$ cat src/rtl/dma_seq.sv
// dma_seq: walks the PRD list of one AHCI command and turns it into a series of
// dma_req bursts for the MPMC DMA engine. Each burst is limited by what is left
// of the PRD, by C_MAX_XFER and, on transmit, by the room left in the current
// outbound DATA FIS. The SOF/EOF/data qualifiers mark where FIS chunks begin and end.
module dma_seq #(
    parameter int unsigned C_MAX_XFER  = 8192,
    parameter int unsigned C_FIS_BYTES = 8192
) (
    input  logic        sys_clk,
    input  logic        sys_rst,
    input  logic        cmd_start,
    input  logic        cmd_wrt,
    input  logic [3:0]  cmd_pm,
    input  logic        cmd_flush,
    input  logic        cmd_abort,
    input  logic        prd_valid,
    output logic        prd_ready,
    input  logic [31:0] prd_addr,
    input  logic [21:0] prd_len,
    input  logic        prd_last,
    output logic        dma_req,
    input  logic        dma_ack,
    output logic [31:0] dma_address,
    output logic [15:0] dma_length,
    output logic        dma_wrt,
    output logic        dma_sof,
    output logic        dma_eof,
    output logic        dma_data,
    output logic        dma_flush,
    output logic [3:0]  dma_pm,
    output logic        cmd_busy,
    output logic        cmd_done,
    output logic [31:0] xfer_bytes
);

    localparam logic [21:0] MAX_XFER  = 22'(C_MAX_XFER);
    localparam logic [21:0] FIS_BYTES = 22'(C_FIS_BYTES);

    typedef enum logic [2:0] {
        IDLE,
        FETCH,
        CALC,
        REQ,
        REL,
        FIN
    } state_t;

    state_t      state;
    state_t      state_nxt;

    logic [31:0] addr_q;
    logic [21:0] rem_q;
    logic        last_q;
    logic [21:0] fis_rem_q;
    logic [21:0] cur_len_q;
    logic        flush_q;
    logic        wrt_q;
    logic [3:0]  pm_q;

    logic [21:0] lim;
    logic [21:0] calc_len;
    logic [21:0] fis_rem_nxt;

    // Moore outputs decoded from the state; a reset therefore drops dma_req at once.
    assign prd_ready = (state == FETCH) && !cmd_abort;
    assign dma_req   = (state == REQ);
    assign cmd_busy  = (state != IDLE);
    assign cmd_done  = (state == FIN);

    // Burst length is the smallest of PRD remainder, FIS room (transmit only) and C_MAX_XFER.
    always_comb begin
        lim = MAX_XFER;
        if (!wrt_q && (fis_rem_q < MAX_XFER)) begin
            lim = fis_rem_q;
        end
        calc_len    = (rem_q < lim) ? rem_q : lim;
        fis_rem_nxt = fis_rem_q - cur_len_q;
    end

    // State register.
    always_ff @(posedge sys_clk or posedge sys_rst) begin
        if (sys_rst) begin
            state <= IDLE;
        end else begin
            state <= state_nxt;
        end
    end

    // Next-state logic; REL only moves on once the engine has released dma_ack.
    always_comb begin
        state_nxt = state;
        case (state)
            IDLE: begin
                if (cmd_flush) begin
                    state_nxt = CALC;
                end else if (cmd_start) begin
                    state_nxt = FETCH;
                end
            end
            FETCH: begin
                if (cmd_abort) begin
                    state_nxt = FIN;
                end else if (prd_valid) begin
                    state_nxt = CALC;
                end
            end
            CALC: state_nxt = REQ;
            REQ: begin
                if (dma_ack) begin
                    state_nxt = REL;
                end
            end
            REL: begin
                if (!dma_ack) begin
                    if (flush_q || cmd_abort) begin
                        state_nxt = FIN;
                    end else if (rem_q != 22'd0) begin
                        state_nxt = CALC;
                    end else if (!last_q) begin
                        state_nxt = FETCH;
                    end else begin
                        state_nxt = FIN;
                    end
                end
            end
            FIN:     state_nxt = IDLE;
            default: state_nxt = IDLE;
        endcase
    end

    // Command/PRD bookkeeping, burst output registers and progress counters.
    always_ff @(posedge sys_clk or posedge sys_rst) begin
        if (sys_rst) begin
            addr_q      <= '0;
            rem_q       <= '0;
            last_q      <= 1'b0;
            fis_rem_q   <= '0;
            cur_len_q   <= '0;
            flush_q     <= 1'b0;
            wrt_q       <= 1'b0;
            pm_q        <= '0;
            xfer_bytes  <= '0;
            dma_address <= '0;
            dma_length  <= '0;
            dma_wrt     <= 1'b0;
            dma_sof     <= 1'b0;
            dma_eof     <= 1'b0;
            dma_data    <= 1'b0;
            dma_flush   <= 1'b0;
            dma_pm      <= '0;
        end else begin
            case (state)
                IDLE: begin
                    if (cmd_flush) begin
                        flush_q <= 1'b1;
                        rem_q   <= '0;
                        last_q  <= 1'b1;
                    end else if (cmd_start) begin
                        flush_q    <= 1'b0;
                        wrt_q      <= cmd_wrt;
                        pm_q       <= cmd_pm;
                        xfer_bytes <= '0;
                        fis_rem_q  <= FIS_BYTES;
                    end
                end
                FETCH: begin
                    if (prd_valid && !cmd_abort) begin
                        addr_q <= prd_addr;
                        rem_q  <= prd_len;
                        last_q <= prd_last;
                    end
                end
                CALC: begin
                    dma_address <= addr_q;
                    dma_wrt     <= wrt_q;
                    dma_pm      <= pm_q;
                    dma_flush   <= flush_q;
                    if (flush_q) begin
                        cur_len_q  <= '0;
                        dma_length <= '0;
                        dma_sof    <= 1'b0;
                        dma_eof    <= 1'b0;
                        dma_data   <= 1'b0;
                    end else begin
                        cur_len_q  <= calc_len;
                        dma_length <= calc_len[15:0];
                        if (wrt_q) begin
                            dma_sof  <= 1'b0;
                            dma_eof  <= 1'b0;
                            dma_data <= 1'b0;
                        end else begin
                            dma_sof  <= (fis_rem_q == FIS_BYTES);
                            dma_data <= (fis_rem_q == FIS_BYTES);
                            dma_eof  <= (calc_len == fis_rem_q) ||
                                        (last_q && (calc_len == rem_q));
                        end
                    end
                end
                REQ: begin
                    if (dma_ack) begin
                        addr_q     <= addr_q + {10'd0, cur_len_q};
                        rem_q      <= rem_q - cur_len_q;
                        xfer_bytes <= xfer_bytes + {10'd0, cur_len_q};
                        if (!wrt_q && !flush_q) begin
                            if ((fis_rem_nxt == 22'd0) || dma_eof) begin
                                fis_rem_q <= FIS_BYTES;
                            end else begin
                                fis_rem_q <= fis_rem_nxt;
                            end
                        end
                    end
                end
                default: ;
            endcase
        end
    end

endmodule
$ cat config.mk
export PLATFORM = sky130hd
export DESIGN_NAME = dma_seq
export DESIGN_NICKNAME = d
export VERILOG_FILES = /design/src/rtl/dma_seq.sv
export SDC_FILE = /design/constraint.sdc
export NUM_CORES = 1
export LEC_CHECK = 0
export ABC_AREA = 1
export CAP_MARGIN = 20
export CELL_PAD_IN_SITES_DETAIL_PLACEMENT = 0
export CELL_PAD_IN_SITES_GLOBAL_PLACEMENT = 1
export CORE_MARGIN = 4
export CORE_UTILIZATION = 43
export DETAILED_ROUTE_END_ITERATION = 10
export DONT_BUFFER_PORTS = 1
export GPL_TIMING_DRIVEN = 0
export PLACE_DENSITY_LB_ADDON = 0.1
export SLEW_MARGIN = 15
export SYNTH_ARGS = -nofsm -noshare
export SYNTH_HDL_FRONTEND = slang
export SYNTH_SLANG_ARGS = --single-unit
$ cat constraint.sdc
create_clock -name sys_clk -period 4.8 [get_ports sys_clk]
set_input_delay 0 -clock sys_clk [delete_from_list [all_inputs] [get_ports sys_clk]]
set_output_delay 0 -clock sys_clk [all_outputs]
set_load 0.02 [all_outputs]
==> reports/results.ini <==
[power_and_ir_drop]
swShare_pct = 56.25
p_seq_share_pct = 23.2
p_int_mw = 6.036
p_comb_share_pct = 65.9
power_density_nw_per_um2 = 873.6
switchingPower_mw = 7.761
report.power.total_mw = 13.80
power.leakage_nw = 7.895
clkPwrFrac_pct = 10.9
vdd_drop_max_uv = 579.2

[logic_synthesis]
syn_area_um2 = 13840
yosysUniqueCellTypes = 58
syn_area_per_cell_um2 = 7.064
ys_seq_area_share_pct = 32.55
synth_edf_count = 0
synth_top_area_share_pct = 32.55
yosysWarnings = 0
async_flop_share_pct = 100.0
ys_ff_latch = 180
ys_top_cells_by_area = dfrtp_1 (33%), nand2_1 (14%), ha_1 (9.7%)
syn_inst = 1959
synth_top_cell_by_area = dfrtp_1
ys.flop_type = dfrtp_1

[layout]
nets = 2239
drive_gt1_share_pct = 5.306
layout.cells.non_filler = 2477
multiInputGateArea_um2 = 8135
seq_area_um2 = 4504
fin_area_um2 = 15790
fin_util_pct = 49.92
nFillCells = 3245
area_growth_pct = 14.12

[timing]
setup_viol = 0
drv_slew = 0
tns_ps = 0
worstMarginPinSlew_ps = 1046
min_period_ps = 4176
max-slew-margin-rel_pct = 30.29
period_share_pct = 87.00
finClkSkew_ps = 15.39
fmax_mhz = 239.5
rsz0062_at_grt = no
hold_violations = 0

[run_status]
status = completed

[setup_path]
endpoint_kind = register
critPathKind = register to register
start_kind = register
cp_max_fo = 10
critPathRequiredTime_ps = 5190
regToRegSetupSlack_ps = 620
cp.arrival_ps = 4560

[clock_tree]
clock-sinks = 180
cts_tree = built
clk_path_buf_depth = 2
postCtsSetupRepairBufs = 0
holdBufCountCts = 71
cts_resized = 0
cts-root-buf = clkbuf_16
worst_skew_pair.late_latency_ps = 460
clkSlewWorstSetupHoldPaths_ps = 70
htreeDepth = 4
cts_made_buffers = 17

[route]
vias = 13949
dr.first_iter.drc_count = 1179
totalWireLength_um = 52910
viasPerCell = 5.631
ant_nets = 0
post_drt_wl_per_cell_um = 21.36
drt_pre_antenna_iters = 5
drc = 0

[placed_design]
placed_cell_area_um2 = 14470
post-place-cells = 2373
gp_congestion = 0.9641
portBuffers = 0
hpwlAfterDp_um = 41290

[floorplanning]
fp.dieW_um = 187.4
die_y_um = 187.4
start_util_pct = 43.74
dieArea_um2 = 35120
ios = 160
core-area_um2 = 31640
rows = 65

[flow_run]
cap_violations = 0

[min_path]
hold_path_class = input pin to register

[grt]
grt_pass1_vias = 13505
grt_usage_pct = 29.62
grt_first_pass_wirelength_um = 80840
grt.overflow.total = 0
grt_max_degree = 35
antenna_found_initial = 1

-- path summary, 6_finish.rpt --
path	cells past startpoint	from	endpoint
worst min register to register	2	pm_q[2]	pm_q[2]
worst max register to register	23	fis_rem_q[14]	dma_eof
worst max-delay path	23	fis_rem_q[14]	dma_eof
min in group asynchronous	2	sys_rst	addr_q[22]
worst min-delay path	7	cmd_flush	state[0]
max in group asynchronous	5	sys_rst	fis_rem_q[0]
-- synth_stat cells, types with 8 or more instances --
library cell and number:
xnor2_1 18, nor3_1 24, a21oi_1 124, o22ai_1 23, buf_4 22, inv_1 216, dfrtp_1 180, o21ai_0 193
nor4_1 14, o211ai_1 18, a31oi_1 9, o21ai_1 8, ha_1 107, a21o_1 8, buf_2 9, xor2_1 32
nand3_1 104, nand4_1 56, nand2_1 526, clkbuf_1 32, nor2_1 141
-- area by class of cell --
class	count	share of cell area (%)
repair buffers	76	5.134
clock inverters	13	1.054
flip-flops and latches	180	28.52
plain buffers	70	2.409
well taps	402	3.185
clock buffers	18	2.781
multi-input cells	1491	51.51
inverters	225	5.372
diodes	2	0.03169
-- metrics by stage --
| step | hold slack (ps) | worst slack (ps) |
|---|---|---|
| floorplan | 94.14 | 1825 |
| global placement | 123.1 | 767.9 |
| detailed placement | -12.19 | 818.4 |
| CTS | 6.864 | 777.9 |
| global route | 65.59 | 366.6 |
| finish | 27.47 | 623.8 |
-- state kept, by name, summed over array words and instances, names as in the netlist --
register     count
dma_length      15
dma_wrt          1
flush_q          1
dma_eof          1
wrt_q            1
dma_flush        1
rem_q           22
dma_pm           4
pm_q             4
last_q           1
state            3
xfer_bytes      32
dma_address     32
dma_data         1
cur_len_q        7
fis_rem_q       22
addr_q          32
-- cell families after synthesis --
family | after synthesis | synth area share (%)
other | 1 | 0.02710
AO/OA/AOI/OAI | 424 | 17.27
flip-flops | 180 | 32.55
AND/OR/NAND/NOR | 898 | 27.88
XOR/XNOR | 50 | 3.165
adder cells (fa/ha/maj) | 111 | 10.25
buffers and inverters | 295 | 8.852
-- power groups by stage --
| stage | clock network [mW] | logic (mW) | registers, mW |
|---|---|---|---|
| detailed placement | 0 | 8.85 | 3.22 |
| CTS | 1.52 | 8.99 | 3.20 |
| global route | 1.59 | 10.2 | 3.27 |
| finish | 1.50 | 9.10 | 3.20 |
| floorplan | 0 | 6.70 | 2.81 |
| global placement | 0 | 8.81 | 3.22 |
-- critical path, stage by stage, from the launching register on --
cell,delay (ps)
dfrtp_1,480
nor2_1,170
nand3_1,100
nor2_2,330
inv_2,190
nor2_1,270
inv_1,110
ha_1,300
a21oi_1,140
o21ai_1,80
nand2_1,70
nand3_1,110
a21oi_4,380
buf_2,320
nand3_1,140
nand2_1,190
nor2_1,60
nor2_1,170
nand2_1,100
nor2_1,130
nand2_1,70
nand2_1,80
nand2_1,60
nand2_1,50
-- layout by cell type (no fill, tap or decap), types with 7 or more instances in the layout --
cell / count
inv_2: 7
clkbuf_1: 32
dlygate4sd3_1: 71
o21ai_1: 8
o21ai_0: 193
nor2_1: 141
nor3_1: 24
dfrtp_1: 180
buf_2: 9
clkbuf_16: 17
buf_4: 22
a21oi_1: 124
o22ai_1: 23
ha_1: 107
o211ai_1: 18
inv_1: 215
conb_1: 8
nand4_1: 56
a21o_1: 8
xnor2_1: 18
nand2_1: 526
xor2_1: 32
a31oi_1: 9
nor4_1: 14
nand3_1: 104
-- layer usage --
layer / vias up / share of wire, % / routed length (um) / global-route usage (%)
met2: 474 / 47 / 25120 / 49.82
met5: - / 0 / 0 / 0
met3: 97 / 6.3 / 3313 / 5.879
met1: 6615 / 43 / 22920 / 38.76
met4: 0 / 2.9 / 1552 / 8.950
li1: 6763 / - / - / -
No activity file was read; power rests on OpenSTA's default activity.
